[config.mk]
export PLATFORM = sky130hd
export DESIGN_NAME = vga_timing_gen
export DESIGN_NICKNAME = d
export VERILOG_FILES = /design/src/rtl/vga_timing_gen.sv
export SDC_FILE = /design/constraint.sdc
export NUM_CORES = 1
export LEC_CHECK = 0
export ABC_CLOCK_PERIOD_IN_PS = 4700
export BUFFER_PORTS_ARGS = -buffer_cell sky130_fd_sc_hd__buf_2
export CORE_UTILIZATION = 45
export CTS_BUF_LIST = sky130_fd_sc_hd__clkbuf_16
export CTS_CLUSTER_DIAMETER = 120
export DETAILED_ROUTE_END_ITERATION = 8
export PLACE_DENSITY = 0.71
export SLEW_MARGIN = 0
export SYNTH_ARGS = -nofsm -noshare
export SYNTH_HDL_FRONTEND = slang
export SYNTH_SLANG_ARGS = --single-unit
[constraint.sdc]
create_clock -name iCLK -period 4.7 [get_ports iCLK]
set_clock_uncertainty 0.1 [all_clocks]
set_input_delay 0.235 -clock iCLK [delete_from_list [all_inputs] [get_ports iCLK]]
set_output_delay 0.235 -clock iCLK [all_outputs]
set_load 0.05 [all_outputs]
[src/rtl/vga_timing_gen.sv]
`default_nettype none
// ============================================================================
// Module   : vga_timing_gen
// Purpose  : Parametrised VGA raster timing with look-ahead pixel requests,
//            fetch strobes, registered video and built-in test patterns.
// Revision : 1.0  initial release
// ============================================================================
module vga_timing_gen #(
  parameter int H_ACTIVE = 640,
  parameter int H_FP     = 16,
  parameter int H_SYNC   = 96,
  parameter int H_BP     = 48,
  parameter int V_ACTIVE = 480,
  parameter int V_FP     = 10,
  parameter int V_SYNC   = 2,
  parameter int V_BP     = 33,
  parameter bit HS_POL   = 1'b0,
  parameter bit VS_POL   = 1'b0,
  parameter int REQ_LEAD = 2,
  parameter int CW       = 10
) (
  input  logic          iCLK,
  input  logic          iRST,
  input  logic          iEN,
  input  logic [1:0]    iMODE,
  input  logic [7:0]    iRed,
  input  logic [7:0]    iGreen,
  input  logic [7:0]    iBlue,
  output logic [7:0]    oVGA_R,
  output logic [7:0]    oVGA_G,
  output logic [7:0]    oVGA_B,
  output logic          oVGA_H_SYNC,
  output logic          oVGA_V_SYNC,
  output logic          oVGA_BLANK_N,
  output logic          oRequest,
  output logic [CW-1:0] oX,
  output logic [CW-1:0] oY,
  output logic          oFrameSync,
  output logic          oLineSync
);

  localparam int H_TOTAL = H_ACTIVE + H_FP + H_SYNC + H_BP;
  localparam int V_TOTAL = V_ACTIVE + V_FP + V_SYNC + V_BP;

  localparam logic [CW-1:0] c_H_LAST   = CW'(H_TOTAL - 1);
  localparam logic [CW-1:0] c_V_LAST   = CW'(V_TOTAL - 1);
  localparam logic [CW-1:0] c_H_ACT    = CW'(H_ACTIVE);
  localparam logic [CW-1:0] c_V_ACT    = CW'(V_ACTIVE);
  localparam logic [CW-1:0] c_HS_START = CW'(H_ACTIVE + H_FP);
  localparam logic [CW-1:0] c_HS_END   = CW'(H_ACTIVE + H_FP + H_SYNC);
  localparam logic [CW-1:0] c_VS_START = CW'(V_ACTIVE + V_FP);
  localparam logic [CW-1:0] c_VS_END   = CW'(V_ACTIVE + V_FP + V_SYNC);
  localparam logic [CW-1:0] c_RH_RST   = CW'(REQ_LEAD);

  logic [CW-1:0] h_q, v_q, rh_q, rv_q, h_d, v_d, rh_d, rv_d;
  logic [1:0]    mode_q, mode_d;
  logic [23:0]   rgb_q, rgb_d;
  logic          hs_q, hs_d, vs_q, vs_d, blank_n_q, blank_n_d;
  logic          req_q, req_d, fs_q, fs_d, ls_q, ls_d;
  logic [CW-1:0] x_q, y_q;
  logic          active;
  logic [2:0]    bar_idx;

  always_comb begin
    h_d       = h_q + 1'b1;
    v_d       = v_q;
    rh_d      = rh_q + 1'b1;
    rv_d      = rv_q;
    mode_d    = mode_q;
    rgb_d     = 24'h000000;
    bar_idx   = 3'd0;
    active    = (h_q < c_H_ACT) && (v_q < c_V_ACT);

    if (h_q == c_H_LAST) begin
      h_d = '0;
      v_d = (v_q == c_V_LAST) ? '0 : v_q + 1'b1;
    end
    if (rh_q == c_H_LAST) begin
      rh_d = '0;
      rv_d = (rv_q == c_V_LAST) ? '0 : rv_q + 1'b1;
    end

    // The frame-start pixel already uses the newly sampled mode.
    if ((h_q == '0) && (v_q == '0)) mode_d = iMODE;

    for (int k = 1; k < 8; k++) begin
      if (h_q >= CW'(k * (H_ACTIVE / 8))) bar_idx = 3'(k);
    end

    if (active) begin
      case (mode_d)
        2'b00:   rgb_d = {iRed, iGreen, iBlue};
        2'b01:   rgb_d = {{8{~bar_idx[1]}}, {8{~bar_idx[2]}}, {8{~bar_idx[0]}}};
        2'b10:   rgb_d = ((h_q[3:0] == 4'd0) || (v_q[3:0] == 4'd0)) ? 24'hFFFFFF : 24'h000000;
        default: rgb_d = 24'h000000;
      endcase
    end

    hs_d      = ((h_q >= c_HS_START) && (h_q < c_HS_END)) ? HS_POL : ~HS_POL;
    vs_d      = ((v_q >= c_VS_START) && (v_q < c_VS_END)) ? VS_POL : ~VS_POL;
    blank_n_d = active;
    req_d     = (mode_d == 2'b00) && (rh_q < c_H_ACT) && (rv_q < c_V_ACT);
    fs_d      = (h_q == '0) && (v_q == c_VS_START);
    ls_d      = (rh_q == c_H_ACT) && (rv_q < c_V_ACT);
  end

  always_ff @(posedge iCLK or posedge iRST) begin
    if (iRST) begin
      h_q       <= '0;
      v_q       <= c_V_ACT;
      rh_q      <= c_RH_RST;
      rv_q      <= c_V_ACT;
      mode_q    <= 2'b00;
      rgb_q     <= 24'h000000;
      hs_q      <= ~HS_POL;
      vs_q      <= ~VS_POL;
      blank_n_q <= 1'b0;
      req_q     <= 1'b0;
      x_q       <= '0;
      y_q       <= '0;
      fs_q      <= 1'b0;
      ls_q      <= 1'b0;
    end else begin
      // Strobes are single-clock even when iEN stays low afterwards.
      fs_q <= iEN & fs_d;
      ls_q <= iEN & ls_d;
      if (iEN) begin
        h_q       <= h_d;
        v_q       <= v_d;
        rh_q      <= rh_d;
        rv_q      <= rv_d;
        mode_q    <= mode_d;
        rgb_q     <= rgb_d;
        hs_q      <= hs_d;
        vs_q      <= vs_d;
        blank_n_q <= blank_n_d;
        req_q     <= req_d;
        x_q       <= rh_q;
        y_q       <= rv_q;
      end
    end
  end

  assign {oVGA_R, oVGA_G, oVGA_B} = rgb_q;
  assign oVGA_H_SYNC  = hs_q;
  assign oVGA_V_SYNC  = vs_q;
  assign oVGA_BLANK_N = blank_n_q;
  assign oRequest     = req_q;
  assign oX           = x_q;
  assign oY           = y_q;
  assign oFrameSync   = fs_q;
  assign oLineSync    = ls_q;

endmodule
`default_nettype wire
==> results.txt <==
- Combinational cells account for 21.2% of the total power.
- Initial antenna violation count: 0
- Main synth FF type: sky130_fd_sc_hd__dfrtp_1
- The final reports fail on negative hold slack.
- The number of antenna diodes in the final layout is 0.
- Synthesis-to-finish area growth: 17.1%
- The later pin in the worst-skew pair is clocked with a latency of 0.34 ns.
* Distinct cell type count after synthesis: 51
* TritonCTS clock tree: yes
* FILL cells: 899
- Most common cell after layout, fill and taps aside: sky130_fd_sc_hd__dfrtp_1
* Maximum fanout along the worst path: 24
- The net count of the finished layout is 550.
* Clk sink count: 92
- Leaving out fill and tap cells, the most frequent cells in the layout are sky130_fd_sc_hd__dfrtp_1, sky130_fd_sc_hd__buf_2, sky130_fd_sc_hd__inv_1, sky130_fd_sc_hd__nand2_1, sky130_fd_sc_hd__nor2_1.
* Wire length of the first global-routing pass: 15900 um
* Post-CTS repair timing setup buffer count: 0
- The number of global-route vias before repair came to 3333.
* I/O pins: 79
- The synthesized design contains 0 enable-type register cells.
- OpenSTA, run right after detailed placement, puts the worst setup slack at 2.02 ns.
* Wire length per cell after detailed routing: 14.7 um
- In this run the vertical extent of the chip is 103 um.
- The clock period could shrink to 2.59 ns.
- Area of the placeable core: 9820 um2
- Number of warnings printed during yosys synthesis: 0
- Maximum frequency from static timing analysis: 0.386 GHz
- Cells with a size suffix above 1 make up 27.4% of the layout.
- After detailed routing, the met2 layer carries 4880 um of wire.
- Startpoint types: flip-flop
- Seq cells post-synth: 92
- The critical path starts at h_q[0].
* Sum of routed wire length over all layers: 9580 um
- Clock network power share: 32.4%
* WHS: -0.0156 ns
- The H-tree was split into 3 levels.
* DIE AREA: 10600 um2
- Switching Share: 33.1%
- For this block, the initial DRC count from the detailed router was 206.
- Entering global routing, the biggest net connects 60 pins.
- Sequential share of power: 46.3%
* Endpoint class of the critical path: flip-flop
- Unrepaired setup endpoints after global routing: false
- Wire segments on met3 add up to 371 um in the final route.
- Asr flop ratio synth: 100%
- Post-Synthesis Cells: 442
- Total power consumption of the routed design: 2.19 mW
- Worst supply voltage drop on vdd: 0.338 mV
* Floorplan row count: 36
- Internal portion of total power: 1.47 mW
- In this run the deepest clock path goes through 2 buffers.
* Mapped Nets: 479
- For the pin with the worst max-slew slack, the measured transition is 1.01 ns.
- Uppermost layer routed: met4
- Proportion of synthesized chip area in sequential cells: 50.7%
- Routed via count: 3532
- WP data required: 4.83 ns
* Drc violations: 0
- The flow ran to the end, but the final reports show violations.
* Total global routing overflow: 0
- Post_cts resized: 0
- Final setup TNS: 0 ns
- Number of buffers inserted during clock tree synthesis: 9
* Metal-1 WL: 4200 um
- STA puts the critical path data arrival time at 2.72 ns.
* Starting utilization of the core area: 46.6%
- In this run the remaining antenna-violating nets after routing total 0.
- Max Transition Viols Final: 0
* Worst R2R Start: h_q[0]
- CTS placed an instance of sky130_fd_sc_hd__clkbuf_16 at the clock tree root.
* Placer's final routability congestion estimate: 0.832
* Max-cap check violation count: 0
* Number of detailed-routing iterations run before antenna repair: 4
- The tightest min-delay check is of the in2async type.
- Clock transition at the register clock pins on the worst setup and hold paths after CTS: 0.07 ns
- Final setup vio count: 0
- The critical path in this run is classified as reg2reg.
- Counting cells, the worst reg-to-reg path comes to 7.
* Rel. slew slack: 33.0%
- Die X-Extent: 103 um
- Global Route Usage Sum: 19.1%
- Number of hold violations in the final report: 3
* Per-instance average area after synthesis: 10.3 um2
* Crit path setup slack, layout: 2.11 ns
- The final critical path takes up 55.1% of the cycle.
* Reported leakage power: 2.49 nW
- During placement, the flow inserted port buffers numbering 78.
- Share of the core filled with cells: 54.5%
* Power density of the placed cells: 409 nW/um2
- Detailed placement ended at an HPWL of 6670 um.
* Hold buffers post-CTS: 0
- The analysis attributes to net switching a power of 724 uW.
- The mapped netlist covers 4570 um2.
- Vias per inst: 5.43
==> cell type report <==
type,count,area (um2),share of cell area (%)
tap,133,166,3.11
timing repair buffer,82,420,7.85
multi-input combinational,290,2010,37.6
sequential,92,2320,43.3
inverter,38,144,2.69
clock buffer,9,225,4.21
clock inverter,7,68.8,1.29
==> synthesized netlist by cell type (all sizes together) (3+ instances only) <==
library cell	instances	area [um2]
nor4	6	37.5
inv	38	143
a21oi	11	55.1
a211oi	3	22.5
o31ai	4	35.0
nand2b	26	163
dfrtp	81	2030
buf	4	32.5
and3	8	50.1
dfstp	11	289
xor2	6	52.6
ha	8	100
nand4	15	93.8
mux2	24	274
or4	4	37.5
nand2	29	109
xnor2	20	175
nor3	9	50.1
nand3	11	55.1
o2111ai	24	210
nor2	30	120
or3	4	25.0
o21ai	18	97.6
clkbuf	18	67.6
==> per-stage QoR <==
step	cell area [um2]	hold WS, ns	cells
final	5350	-0.0156	651
after global routing	5350	0.0753	651
after CTS	5350	0.0239	651
after detailed placement	5060	0.382	635
after global placement	5060	0.375	635
after floorplan	4570	0.285	442
==> cell families (layout without fill, tap and decap cells) <==
| family | after synthesis | in the layout | share of synthesized area (%) |
|---|---|---|---|
| compound gates | 71 | 71 | 11.1 |
| mux | 26 | 26 | 6.43 |
| fa+ha+maj | 10 | 10 | 2.63 |
| simple gates | 157 | 157 | 18.9 |
| buf+inv | 60 | 136 | 5.31 |
| flops | 92 | 92 | 50.7 |
| xor+xnor | 26 | 26 | 4.98 |
==> path summary, 6_finish.rpt <==
path | to | slack [ns]
setup / recovery | rgb_q[23] | 2.11
hold / removal | rgb_q[10] | -0.02
setup reg to reg | rgb_q[23] | 2.11
hold reg to reg | oVGA_H_SYNC | 0.39
max in group asynchronous | oVGA_H_SYNC | 3.49
min in group iCLK | rgb_q[18] | 0.10
==> state kept, by name (all words and copies together) (netlist names) <==
name	count
rgb_q	24
oY	10
rh_q	10
mode_q	2
oFrameSync	1
oVGA_BLANK_N	1
oVGA_V_SYNC	1
oRequest	1
h_q	10
oLineSync	1
rv_q	10
oVGA_H_SYNC	1
v_q	10
oX	10
==> power by group through the flow <==
| stage | logic, mW | registers, mW | clock network (mW) |
|---|---|---|---|
| after global routing | 0.512 | 1.03 | 0.753 |
| final | 0.465 | 1.01 | 0.710 |
| after detailed placement | 0.467 | 1.03 | 0 |
| after global placement | 0.457 | 1.02 | 0 |
| after CTS | 0.469 | 1.01 | 0.726 |
| after floorplan | 0.242 | 1.13 | 0 |
==> critical path, cell delays in order, from the launching register on <==
cell and delay (ns):
sky130_fd_sc_hd__dfrtp_1 0.43, sky130_fd_sc_hd__inv_1 0.08, sky130_fd_sc_hd__ha_1 0.15, sky130_fd_sc_hd__or3b_1 0.37, sky130_fd_sc_hd__or4_4 0.57, sky130_fd_sc_hd__nor2_4 0.12, sky130_fd_sc_hd__mux2_4 0.43, sky130_fd_sc_hd__o2111ai_1 0.24
==> metal layers <==
layer  up-vias  GRT usage, %
li1       1699             -
met1      1747          25.2
met2        73          31.9
met3        13          3.19
met4         0          7.04
met5         -             0
(Power assumes the default switching activity.)
